[src/rtl/arbitro_ula.sv]
// arbitro_ula: two-requester round-robin arbiter in front of one shared,
// purely combinational ULA (ALU). Each accepted operation takes a short
// three-step sequence:
//   1. accept cycle (idle state),
//   2. one execute cycle in which the operands are driven to the ULA,
//   3. a respond state that holds the result until the consumer takes it.
// Only one operation is in flight at a time.
//
// Ports
//   clock, reset            rising-edge clock; asynchronous active-high reset
//   reqN_valid/ready        per-requester handshake (N = 0, 1)
//   reqN_a, reqN_b, reqN_op signed operands and 5-bit ULA control code
//   ula_operandoA/B         operands to the shared ULA (0 outside execute)
//   ula_controle            ULA control code (0 outside execute)
//   ula_resultado           combinational ULA result
//   resp_valid/ready        response handshake
//   resp_id                 requester that issued the completed operation
//   resp_resultado          captured result
//   resp_zero/neg/erro      result==0, result MSB, invalid opcode
module arbitro_ula #(
  parameter int unsigned bits_palavra = 16
) (
  input  logic                    clock,
  input  logic                    reset,
  input  logic                    req0_valid,
  output logic                    req0_ready,
  input  logic [bits_palavra-1:0] req0_a,
  input  logic [bits_palavra-1:0] req0_b,
  input  logic [4:0]              req0_op,
  input  logic                    req1_valid,
  output logic                    req1_ready,
  input  logic [bits_palavra-1:0] req1_a,
  input  logic [bits_palavra-1:0] req1_b,
  input  logic [4:0]              req1_op,
  output logic [bits_palavra-1:0] ula_operandoA,
  output logic [bits_palavra-1:0] ula_operandoB,
  output logic [4:0]              ula_controle,
  input  logic [bits_palavra-1:0] ula_resultado,
  output logic                    resp_valid,
  input  logic                    resp_ready,
  output logic                    resp_id,
  output logic [bits_palavra-1:0] resp_resultado,
  output logic                    resp_zero,
  output logic                    resp_neg,
  output logic                    resp_erro
);

  typedef enum logic [1:0] {StOcioso, StExecuta, StResponde} estado_t;

  estado_t                 estado_q;
  logic                    ultimo_q;   // requester granted most recently
  logic                    id_q;
  logic                    erro_q;
  logic [bits_palavra-1:0] ula_a_q;
  logic [bits_palavra-1:0] ula_b_q;
  logic [4:0]              ula_ctrl_q;
  logic                    resp_valid_q;
  logic                    resp_id_q;
  logic [bits_palavra-1:0] resp_res_q;
  logic                    resp_zero_q;
  logic                    resp_neg_q;
  logic                    resp_erro_q;

  logic grant0, grant1;
  logic acc0, acc1;
  logic [bits_palavra-1:0] sel_a, sel_b;
  logic [4:0]              sel_op;
  logic                    sel_ok;

  function automatic logic op_valido(input logic [4:0] op);
    if (op[4]) return 1'b1;
    case (op[3:0])
      4'd0, 4'd1, 4'd3, 4'd4, 4'd5, 4'd6, 4'd8, 4'd9: return 1'b1;
      default:                                        return 1'b0;
    endcase
  endfunction

  // On a tie, the requester that did not win last time gets the grant.
  always_comb begin
    grant0 = req0_valid && (!req1_valid || ultimo_q);
    grant1 = req1_valid && (!req0_valid || !ultimo_q);
    // Gating with reset keeps ready low while reset is asserted.
    acc0   = grant0 && (estado_q == StOcioso) && !reset;
    acc1   = grant1 && (estado_q == StOcioso) && !reset;
    sel_a  = acc1 ? req1_a  : req0_a;
    sel_b  = acc1 ? req1_b  : req0_b;
    sel_op = acc1 ? req1_op : req0_op;
    sel_ok = op_valido(sel_op);
  end

  always_ff @(posedge clock or posedge reset) begin
    if (reset) begin
      estado_q     <= StOcioso;
      ultimo_q     <= 1'b1;
      id_q         <= 1'b0;
      erro_q       <= 1'b0;
      ula_a_q      <= '0;
      ula_b_q      <= '0;
      ula_ctrl_q   <= '0;
      resp_valid_q <= 1'b0;
      resp_id_q    <= 1'b0;
      resp_res_q   <= '0;
      resp_zero_q  <= 1'b0;
      resp_neg_q   <= 1'b0;
      resp_erro_q  <= 1'b0;
    end else begin
      unique case (estado_q)
        StOcioso: begin
          if (acc0 || acc1) begin
            ula_a_q    <= sel_a;
            ula_b_q    <= sel_b;
            // Invalid opcodes still run through the ULA, forced to Zero.
            ula_ctrl_q <= sel_ok ? sel_op : 5'b10000;
            erro_q     <= !sel_ok;
            id_q       <= acc1;
            ultimo_q   <= acc1;
            estado_q   <= StExecuta;
          end
        end
        StExecuta: begin
          ula_a_q      <= '0;
          ula_b_q      <= '0;
          ula_ctrl_q   <= '0;
          resp_valid_q <= 1'b1;
          resp_id_q    <= id_q;
          resp_erro_q  <= erro_q;
          if (erro_q) begin
            resp_res_q  <= '0;
            resp_zero_q <= 1'b1;
            resp_neg_q  <= 1'b0;
          end else begin
            resp_res_q  <= ula_resultado;
            resp_zero_q <= (ula_resultado == '0);
            resp_neg_q  <= ula_resultado[bits_palavra-1];
          end
          estado_q <= StResponde;
        end
        StResponde: begin
          if (resp_ready) begin
            resp_valid_q <= 1'b0;
            estado_q     <= StOcioso;
          end
        end
        default: estado_q <= StOcioso;
      endcase
    end
  end

  assign req0_ready     = acc0;
  assign req1_ready     = acc1;
  assign ula_operandoA  = ula_a_q;
  assign ula_operandoB  = ula_b_q;
  assign ula_controle   = ula_ctrl_q;
  assign resp_valid     = resp_valid_q;
  assign resp_id        = resp_id_q;
  assign resp_resultado = resp_res_q;
  assign resp_zero      = resp_zero_q;
  assign resp_neg       = resp_neg_q;
  assign resp_erro      = resp_erro_q;

endmodule

[config.mk]
export PLATFORM = sky130hd
export DESIGN_NAME = arbitro_ula
export DESIGN_NICKNAME = d
export VERILOG_FILES = /design/src/rtl/arbitro_ula.sv
export SDC_FILE = /design/constraint.sdc
export NUM_CORES = 1
export LEC_CHECK = 0
export ABC_AREA = 1
export BUFFER_PORTS_ARGS = -buffer_cell sky130_fd_sc_hd__buf_2
export CORE_UTILIZATION = 41
export CTS_CLUSTER_DIAMETER = 80
export DETAILED_ROUTE_END_ITERATION = 10
export PLACE_DENSITY_LB_ADDON = 0.1
export SETUP_SLACK_MARGIN = 0.2
export SYNTH_ARGS = -nofsm -noshare
export SYNTH_HDL_FRONTEND = slang
export SYNTH_SLANG_ARGS = --single-unit
[constraint.sdc]
create_clock -name clock -period 2.25 [get_ports clock]
set_clock_uncertainty 0.2 [all_clocks]
set_input_delay 0.1125 -clock clock [delete_from_list [all_inputs] [get_ports clock]]
set_output_delay 0.1125 -clock clock [all_outputs]
set_load 0.005 [all_outputs]
==> results of run 1 <==
[cell type report]
class	instances	area (um2)
Inverter	16	73.82
Timing Repair Buffer	247	1707
Sequential cell	62	1553
Clock inverter	4	45.04
Fill cell	560	2003
Multi-Input combinational cell	232	1287
Clock buffer	12	155.1
Tap cell	96	120.1
[synth_stat cells]
cell                        n  area, um2
sky130_fd_sc_hd__a31oi_1    1      6.260
sky130_fd_sc_hd__o21ai_1    3      15.01
sky130_fd_sc_hd__dfstp_2    1      26.28
sky130_fd_sc_hd__nand2_1   78      292.8
sky130_fd_sc_hd__mux2i_4    1      22.52
sky130_fd_sc_hd__inv_2      2      7.510
sky130_fd_sc_hd__o31ai_1   15      112.6
sky130_fd_sc_hd__buf_6      3      33.78
sky130_fd_sc_hd__a21oi_1    1      5.000
sky130_fd_sc_hd__a22o_1    16      140.1
sky130_fd_sc_hd__nor2_1    55      206.5
sky130_fd_sc_hd__dfrtp_1   61       1526
sky130_fd_sc_hd__nand4_1    7      43.79
sky130_fd_sc_hd__nand2_2    3      18.77
sky130_fd_sc_hd__clkbuf_1   2      7.510
sky130_fd_sc_hd__nand3_1    6      30.03
sky130_fd_sc_hd__o21ai_0   22      110.1
sky130_fd_sc_hd__o31ai_2   14      175.2
sky130_fd_sc_hd__nor4_1     4      25.02
sky130_fd_sc_hd__inv_1     13      48.80
sky130_fd_sc_hd__buf_1      1      3.750
sky130_fd_sc_hd__nand3_4    1      17.52
sky130_fd_sc_hd__inv_4      1      6.260
sky130_fd_sc_hd__nor2_4     5      56.30
sky130_fd_sc_hd__buf_4      3      22.52
sky130_fd_sc_hd__buf_2     10      50.05
[placed cells by master, fill, tap and decap left out]
master and n:
sky130_fd_sc_hd__inv_4 1, sky130_fd_sc_hd__nand3_1 6, sky130_fd_sc_hd__nand2_2 7, sky130_fd_sc_hd__o21ai_0 22
sky130_fd_sc_hd__dfstp_2 1, sky130_fd_sc_hd__nand2_1 74, sky130_fd_sc_hd__buf_12 1, sky130_fd_sc_hd__buf_2 154
sky130_fd_sc_hd__dlygate4sd3_1 87, sky130_fd_sc_hd__nand3_4 1, sky130_fd_sc_hd__mux2i_4 1, sky130_fd_sc_hd__o31ai_1 15
sky130_fd_sc_hd__clkinvlp_4 1, sky130_fd_sc_hd__inv_2 1, sky130_fd_sc_hd__nand4_1 7, sky130_fd_sc_hd__a21oi_1 1
sky130_fd_sc_hd__o21ai_1 3, sky130_fd_sc_hd__nor4_1 4, sky130_fd_sc_hd__nor2_1 55, sky130_fd_sc_hd__buf_8 1
sky130_fd_sc_hd__bufinv_16 1, sky130_fd_sc_hd__clkbuf_1 1, sky130_fd_sc_hd__o31ai_2 14, sky130_fd_sc_hd__a22o_1 16
sky130_fd_sc_hd__clkbuf_8 11, sky130_fd_sc_hd__clkinv_2 3, sky130_fd_sc_hd__inv_8 1, sky130_fd_sc_hd__nor2_4 5
sky130_fd_sc_hd__buf_4 4, sky130_fd_sc_hd__dfrtp_1 61, sky130_fd_sc_hd__inv_1 12, sky130_fd_sc_hd__a31oi_1 1
[flip-flops by register name, summed over array words and instances, names as in the netlist]
signal          cells
resp_resultado     16
ula_operandoA      16
ula_operandoB      16
ula_controle        5
estado_q            2
erro_q              1
id_q                1
resp_erro           1
resp_id             1
resp_valid          1
resp_zero           1
ultimo_q            1
[repair_timing]
| action | 4_1_cts | 5_1_grt |
|---|---|---|
| pin swaps | 0 | 1 |
| hold buffers | 87 | 0 |
| resized for setup | 1 | 6 |
| hold endpoints to repair | 119 | 0 |
| setup endpoints to repair | 1 | 38 |
[worst min-delay path: stages]
cell	delay, ps
sky130_fd_sc_hd__buf_2	100
sky130_fd_sc_hd__inv_1	40
sky130_fd_sc_hd__nand2_1	50
sky130_fd_sc_hd__nand2_1	70
sky130_fd_sc_hd__nor2_1	50
sky130_fd_sc_hd__nand2_1	60
sky130_fd_sc_hd__nand2_1	40
[where the power goes]
group / switching, mW / total (mW) / internal (mW)
Clock: 0.415 / 0.982 / 0.567
Combinational: 1.21 / 2.23 / 1.02
Sequential: 0.274 / 1.89 / 1.62
[worst min-delay path by stage]
stage	start	endpoint	slack (ps)	depth (start not counted)
final	req0_op[0]	ula_controle[0]	30	7
after global routing	req0_op[0]	ula_controle[0]	40	7
after CTS	req0_op[0]	ula_controle[0]	9	7
after detailed placement	ula_resultado[15]	resp_resultado[15]	150	2
after global placement	resp_ready	estado_q[1]	140	2
after floorplan	resp_ready	estado_q[1]	20	1
[per-layer routing]
metal,up-vias,GRT usage
met2,125,0.4304
li1,1592,-
met1,1522,0.2890
met3,25,0.06880
met4,0,0.1058
met5,-,0
[cell families after synthesis]
group	Yosys count	share of synthesized area
buffers and inverters	35	0.05985
muxes	1	0.007481
DFF	62	0.5158
and+or+nand+nor	159	0.2294
AOI/OAI and AO/OA	72	0.1874
==> results.py, run 1 <==
metrics = {
    "outcome": {
        "outcome": "finished, final reports clean",
    },
    "sta": {
        "final_min_period_over_clock_period": 0.8537,
        "setup-tns-final_ps": 0,
        "fin_crit_ps": 1921,
        "achievable-frequency_mhz": 520.6,
        "timing_hold_violations_final": 0,
        "slew_viol_final": 0,
        "timing.hold.ws_ps": 31.82,
        "setup_viol_count_final": 0,
        "worst_pin_slew_ps": 777.9,
        "grt_setup_unrepaired": "no",
        "maxSlewHeadroom": 0.4814,
        "slack_of_the_critical_path_ps": 329.2,
    },
    "setup_path": {
        "path_class": "input pin to output port",
        "reg2reg_slack_ps": 340,
        "rr_endpoint": "ula_controle[1]",
        "cp_max_fo": 34,
        "timing.critical_path.depth": 7,
        "worstPathArrival_ps": 1610,
        "endpoint": "req1_ready",
        "worstSetupStartpointType": "input pin",
        "worst_path_max_delay_cell": "sky130_fd_sc_hd__dlygate4sd3_1",
        "reg2reg_depth": 11,
        "critical_path.reg2reg.startpoint": "estado_q[0]",
        "worst-endpoint-required_ps": 1940,
        "critPathTopFamily": "buffers and inverters",
        "critical_path.cell_chain": "dlygate4sd3_1, buf_2, nor2_4, nand3_4, inv_4, buf_8, buf_2",
        "critical-path-max-stage-delay_ps": 540,
        "crit_buf_inv": 5,
        "crit_path_start": "reset",
        "cp_common_cell": "sky130_fd_sc_hd__buf_2",
        "crit_path_end_kind": "output port",
    },
    "min_path": {
        "worstHoldPathType": "input pin to flip-flop",
    },
    "cells_and_area": {
        "layout-drive-gt1-share": 0.3630,
        "layout.cells.non_filler": 669,
        "antenna_cells_inserted": 0,
        "final_cell_area_um2": 4941,
        "utilization_of_the_core_after_routing": 0.7115,
        "final_nets": 663,
        "syn2layout_area_growth_pct": 64.13,
    },
    "place": {
        "dp_cells": 566,
        "port-buffer-count": 154,
        "placedInstanceArea_um2": 3845,
        "gpl_congestion": 0.8893,
        "place.detailed.hpwl_um": 5681,
        "pre_cts_ws_ps": 233.3,
    },
    "grt": {
        "grt_pass1_wl_um": 14500,
        "initial_antenna_violation_count": 0,
        "grt_use_total": 0.2482,
        "vias_in_the_first_global_route": 3244,
        "grt_max_degree": 63,
        "grt_overflow_total": 0,
    },
    "yosys": {
        "post_synth_num_cell_types": 26,
        "syn_area_per_cell_um2": 9.150,
        "ys_seq_elements": 62,
        "synth-seq-area-share": 0.5158,
        "synth.net_count": 424,
        "mappedNetlistArea_um2": 3010,
        "synth-warning-count": 0,
        "post_synthesis_cells": 329,
    },
    "detailed_routing": {
        "routed-wl-met2_um": 4684,
        "postRouteAntennaNets": 0,
        "routed_wire_length_on_met3_um": 513,
        "drt_pre_antenna_iters": 5,
        "top_routing_layer_in_use": "met4",
        "violation_count_after_the_first_detailed_routing_iteration": 116,
        "viasPerCell": 4.879,
        "postRouteWirelength_um": 9379,
        "route.vias.total": 3264,
        "route.detailed.drc": 0,
        "avgRoutedWirePerCell_um": 14.02,
        "wl_met1_um": 3907,
    },
    "power": {
        "power_per_cell_area_nw_per_um2": 1034,
        "worst_ir_drop_on_vdd_mv": 0.5247,
        "fin_total_pwr_mw": 5.108,
        "power.static_leakage_nw": 2.543,
    },
    "clocking": {
        "cts_made_buffers": 9,
        "ctsRootBufferMaster": "sky130_fd_sc_hd__clkbuf_8",
        "clock_insertion_delay_worst_skew_ps": 330,
        "tritoncts": "built",
        "worst_setup_hold_path_clk_slew_ps": 70,
        "cts.sinks": 62,
        "clk_path_buf_depth": 2,
        "h-tree-depth": 3,
        "post-cts-setup-buffer-count": 0,
    },
    "floorplan": {
        "floorplan.die.width_um": 87.69,
        "floorplan.rows": 30,
        "initial_utilization": 0.4335,
        "core-area_um2": 6944,
        "die_height_um": 87.69,
        "die_area_um2": 7689,
        "pin_count": 155,
    },
    "job": {
        "cap_violations": 0,
    },
}
Note: power is estimated with default switching activity, not from simulation.
==> run 2: changes to the inputs <==
CTS_BUF_LIST = sky130_fd_sc_hd__clkbuf_4 sky130_fd_sc_hd__clkbuf_8 sky130_fd_sc_hd__clkbuf_16   (was not set)
clock period = 1.5 ns   (was 2.25 ns; I/O delays follow)
==> results.py, run 2 (synthesis gave the netlist of run 1 again) <==
metrics = {
    "detailed_routing": {
        "route.detailed.drc": 0,
        "drt_pre_antenna_iters": 4,
        "postRouteWirelength_um": 10650,
        "viasPerCell": 4.957,
        "avgRoutedWirePerCell_um": 15.15,
        "route.vias.total": 3485,
        "violation_count_after_the_first_detailed_routing_iteration": 99,
        "postRouteAntennaNets": 0,
    },
    "clocking": {
        "tritoncts": "built",
        "h-tree-depth": 3,
        "clock_insertion_delay_worst_skew_ps": 330,
        "cts_made_buffers": 9,
        "cts.sinks": 62,
        "ctsRootBufferMaster": "sky130_fd_sc_hd__clkbuf_8",
        "worst_setup_hold_path_clk_slew_ps": 70,
        "clk_path_buf_depth": 2,
        "hold_fix_buffers_at_cts": 83,
    },
    "sta": {
        "timing.hold.ws_ps": -168.6,
        "setup_viol_count_final": 61,
        "slew_viol_final": 0,
        "grt_setup_unrepaired": "yes",
        "final_min_period_over_clock_period": 1.176,
        "worst_pin_slew_ps": 788.0,
        "maxSlewHeadroom": 0.4747,
        "setup-tns-final_ps": -13430,
        "achievable-frequency_mhz": 566.7,
        "fin_crit_ps": 1765,
        "slack_of_the_critical_path_ps": -264.6,
        "timing_hold_violations_final": 61,
    },
    "power": {
        "clkPwrFrac": 0.174,
        "net-switching-power_mw": 3.532,
        "fin_total_pwr_mw": 9.249,
        "worst_ir_drop_on_vdd_mv": 0.7901,
        "power_per_cell_area_nw_per_um2": 1652,
        "power.static_leakage_nw": 2.836,
        "p_comb_frac": 0.511,
        "internal-power_mw": 5.717,
        "switching_share": 0.3819,
        "pwr-share-seq": 0.315,
    },
    "setup_path": {
        "worstSetupStartpointType": "flip-flop",
        "rr_endpoint": "ula_operandoB[8]",
        "path_class": "flip-flop to flip-flop",
        "reg2reg_depth": 8,
        "reg2reg_slack_ps": -260,
        "worst-endpoint-required_ps": 1550,
        "worstPathArrival_ps": 1820,
        "cp_max_fo": 12,
        "critical_path.reg2reg.startpoint": "estado_q[1]",
        "crit_path_end_kind": "flip-flop",
    },
    "floorplan": {
        "pin_count": 155,
        "die_height_um": 87.69,
        "initial_utilization": 0.4335,
        "floorplan.die.width_um": 87.69,
        "die_area_um2": 7689,
        "floorplan.rows": 30,
        "core-area_um2": 6944,
    },
    "outcome": {
        "outcome": "finished, violations left",
        "failed_checks": "hold timing, setup timing",
    },
    "place": {
        "port-buffer-count": 154,
        "gpl_congestion": 0.7944,
        "placedInstanceArea_um2": 4046,
        "place.detailed.hpwl_um": 5736,
    },
    "grt": {
        "grt_max_degree": 63,
        "grt_pass1_wl_um": 16260,
        "grt_use_total": 0.2811,
        "vias_in_the_first_global_route": 3438,
        "initial_antenna_violation_count": 0,
        "grt_overflow_total": 0,
    },
    "cells_and_area": {
        "antenna_cells_inserted": 0,
        "final_cell_mix": "sky130_fd_sc_hd__buf_2 (152), sky130_fd_sc_hd__dlygate4sd3_1 (83), sky130_fd_sc_hd__dfrtp_1 (61)",
        "final_cell_area_um2": 5600,
        "final_nets": 697,
        "syn2layout_area_growth_pct": 86.03,
        "final_common_cell": "sky130_fd_sc_hd__buf_2",
        "layout-drive-gt1-share": 0.4646,
    },
    "min_path": {
        "worstHoldPathType": "input pin to asynchronous set/reset pin",
    },
    "job": {
        "cap_violations": 0,
    },
}
==> run 2: cell count changes in the layout (fill, tap and decap cells not counted), sizes merged <==
cell / previous run / this run
clkbuf: 12 / 10
inv: 15 / 18
dlygate4sd3: 87 / 83
clkinvlp: 1 / 2
bufinv: 1 / 2
buf: 160 / 194
clkinv: 3 / 4
==> run 2: worst max path at each step <==
stage | start | to | depth (start not counted)
3_3_place_gp | ultimo_q | ula_operandoB[6] | 8
3_5_place_dp | ultimo_q | ula_operandoB[7] | 8
4_1_cts | estado_q[0] | ula_controle[3] | 11
5_1_grt | estado_q[1] | ula_controle[1] | 11
6_report | estado_q[1] | ula_operandoB[8] | 8
2_1_floorplan | reset | ula_operandoB[3] | 8
==> run 2: power groups by stage <==
stage                     sequential (mW)  combinational, mW  clock, mW
after CTS                            2.84               4.27       1.64
after global placement               2.84               3.37          0
after global routing                 2.98               5.12       1.74
final                                2.91               4.73       1.61
after detailed placement             2.86               3.45          0
after floorplan                      2.91               2.08          0
==> run 2: cell type report <==
type	instances	area, um2
fill	437	1344
sequential	62	1553
multi-input combinational	232	1469
timing repair buffer	277	2100
tap	96	120.1
timing repair inverter	4	50.05
inverter	16	91.34
clock inverter	6	86.33
clock buffer	10	131.4
==> run 2: metal layers <==
| metal | routed length, um | up-vias | track usage |
|---|---|---|---|
| met1 | 4336 | 1643 | 0.3325 |
| met2 | 5475 | 149 | 0.4964 |
| met3 | 606 | 24 | 0.07352 |
| met4 | 229 | 0 | 0.09389 |
| met5 | 0 | - | 0 |
| li1 | - | 1669 | - |
==> run 2: timing repair <==
action / in CTS / in global routing
buffers inserted: 7 / 4
resized for setup: 56 / 41
pin swaps: 11 / 17
gates cloned: 6 / 1
setup endpoints to repair: 62 / 64
hold endpoints to repair: 118 / 61
==> run 2: critical path, stage by stage, from the launching register on <==
cell and delay, ps:
sky130_fd_sc_hd__dfrtp_1 410, sky130_fd_sc_hd__nor2_4 180, sky130_fd_sc_hd__buf_6 130, sky130_fd_sc_hd__nand2_2 60, sky130_fd_sc_hd__nor2_4 120, sky130_fd_sc_hd__nor2_4 90
sky130_fd_sc_hd__nand2_8 180, sky130_fd_sc_hd__inv_8 100, sky130_fd_sc_hd__o31ai_4 210
==> run 2: stage by stage <==
stage | utilization | cells | setup slack [ps]
after floorplan | - | 329 | -581.5
after global placement | 0.5827 | 586 | -354.7
after detailed placement | 0.5827 | 586 | -419.9
after CTS | 0.7764 | 698 | -229.0
after global routing | 0.8065 | 703 | -365.9
final | 0.8065 | 703 | -264.6
==> run 3: changes to the inputs <==
CORE_ASPECT_RATIO = 1.2   (was not set)
==> results.py, run 3 (synthesis gave the netlist of run 1 again) <==
metrics = {
    "clocking": {
        "hold_fix_buffers_at_cts": 83,
        "clock_insertion_delay_worst_skew_ps": 320,
        "ctsRootBufferMaster": "sky130_fd_sc_hd__clkbuf_8",
        "h-tree-depth": 3,
        "clk_path_buf_depth": 2,
        "cts.sinks": 62,
        "worst_setup_hold_path_clk_slew_ps": 70,
        "tritoncts": "built",
        "cts_made_buffers": 9,
    },
    "grt": {
        "global_route.peak_usage_layer": "met2",
        "grt_pass1_wl_um": 16470,
        "initial_antenna_violation_count": 0,
        "grt_max_degree": 63,
        "grt_use_total": 0.2854,
        "global_route.usage.met2": 0.4886,
        "grt_overflow_total": 0,
        "vias_in_the_first_global_route": 3484,
        "global_route.usage.met3": 0.06445,
        "globalRouteMet1Util": 0.3347,
    },
    "sta": {
        "final_min_period_over_clock_period": 1.197,
        "fin_crit_ps": 1796,
        "slack_of_the_critical_path_ps": -295.7,
        "setup-tns-final_ps": -13100,
        "achievable-frequency_mhz": 556.9,
        "maxSlewHeadroom": 0.4668,
        "worst_pin_slew_ps": 799.8,
        "timing.hold.ws_ps": -152.8,
        "setup_viol_count_final": 62,
        "timing_hold_violations_final": 61,
        "grt_setup_unrepaired": "yes",
        "slew_viol_final": 0,
    },
    "place": {
        "gpl_congestion": 0.8878,
        "port-buffer-count": 154,
        "place.detailed.hpwl_um": 5796,
        "pre_cts_ws_ps": -440.3,
    },
    "setup_path": {
        "timing.critical_path.depth": 9,
        "path_class": "flip-flop to flip-flop",
        "crit_path_end_kind": "flip-flop",
        "reg2reg_slack_ps": -300,
        "worst-endpoint-required_ps": 1520,
        "worstPathArrival_ps": 1820,
        "critical_path.cell_chain": "nand2_4, nand3_4, inv_4, nor2_4, nand2_8, buf_12, inv_16, nand2_1, o31ai_2",
        "reg2reg_depth": 9,
        "worst_path_max_delay_cell": "sky130_fd_sc_hd__dfstp_2",
        "worstSetupStartpointType": "flip-flop",
        "cp_max_fo": 7,
        "crit_path_start": "ultimo_q",
        "crit_buf_inv": 3,
        "critical_path.reg2reg.startpoint": "ultimo_q",
        "critPathTopFamily": "flip-flops",
        "endpoint": "ula_operandoB[4]",
        "critical-path-max-stage-delay_ps": 570,
        "rr_endpoint": "ula_operandoB[4]",
    },
    "detailed_routing": {
        "postRouteAntennaNets": 0,
        "route.vias.total": 3561,
        "viasPerCell": 5.073,
        "violation_count_after_the_first_detailed_routing_iteration": 142,
        "route.detailed.drc": 0,
        "postRouteWirelength_um": 10950,
        "avgRoutedWirePerCell_um": 15.60,
        "drt_pre_antenna_iters": 4,
    },
    "cells_and_area": {
        "final_cell_mix": "sky130_fd_sc_hd__buf_2 (153), sky130_fd_sc_hd__dlygate4sd3_1 (83), sky130_fd_sc_hd__dfrtp_1 (61)",
        "antenna_cells_inserted": 0,
        "layout-drive-gt1-share": 0.4715,
        "final_nets": 706,
        "syn2layout_area_growth_pct": 88.82,
        "final_common_cell": "sky130_fd_sc_hd__buf_2",
    },
    "power": {
        "power.static_leakage_nw": 2.880,
        "worst_ir_drop_on_vdd_mv": 0.9516,
        "power_per_cell_area_nw_per_um2": 1647,
    },
    "outcome": {
        "outcome": "finished, violations left",
        "failed_checks": "hold timing, setup timing",
    },
    "floorplan": {
        "floorplan.rows": 33,
        "initial_utilization": 0.4314,
        "die_height_um": 95.87,
        "floorplan.die.width_um": 80.22,
        "pin_count": 155,
        "die_area_um2": 7690,
        "core-area_um2": 6978,
    },
    "min_path": {
        "worstHoldPathType": "input pin to asynchronous set/reset pin",
    },
    "job": {
        "cap_violations": 0,
    },
}
[run 3: changes by cell type in the layout (fill, tap and decap cells not counted), sizes merged]
cell | previous run | this run
buf | 194 | 199
clkbuf | 10 | 12
bufinv | 2 | 0
bufbuf | 0 | 1
inv | 18 | 20
[run 3: worst min-delay path by stage]
stage,start,to,slack [ps],cells after the start
floorplan,resp_ready,estado_q[1],-20,1
global placement,resp_ready,estado_q[1],80,2
detailed placement,ula_resultado[13],resp_resultado[13],110,2
CTS,reset,estado_q[1],-130,3
global route,reset,resp_valid,-100,3
finish,reset,estado_q[1],-150,3
[run 3: repair_timing]
item | in CTS | in global routing
endpoints found under the hold margin | 118 | 61
gates cloned | 7 | 3
endpoints found under the setup margin | 64 | 64
setup buffers | 9 | 9
pin swaps | 4 | 9
gates resized for setup | 37 | 47
[run 3: area by class of cell]
type / count / area (um2)
flip-flops and latches: 62 / 1553
well taps: 87 / 108.9
clock inverters: 4 / 22.52
fillers: 427 / 1294
clock buffers: 11 / 151.4
repair inverters: 6 / 83.83
repair buffers: 284 / 2215
inverters: 16 / 92.59
multi-input cells: 232 / 1458
[run 3: worst min-delay path, delay by kind of cell]
family,cells,cell delay (ps)
buffers and inverters,3,810
[run 3: through the flow]
stage,instance area [um2],instances,hold slack [ps],util,power [mW]
2_1_floorplan,3074,329,-17.76,-,4.992
3_3_place_gp,4040,576,84.94,0.5790,6.244
3_5_place_dp,4040,576,112.1,0.5790,6.339
4_1_cts,5383,690,-130.6,0.7714,8.625
5_1_grt,5684,702,-98.98,0.8146,9.957
6_report,5684,702,-152.8,0.8146,9.365
[run 3: power breakdown]
part	switching, mW	internal (mW)	total, mW
combinational	2.55	2.62	5.17
clock	0.638	0.672	1.31
sequential	0.456	2.43	2.89
[run 3: layer usage]
layer / wire length, um / vias up
li1: - / 1682
met1: 4402 / 1689
met5: 0 / -
met4: 331 / 0
met2: 5586 / 159
met3: 632 / 31
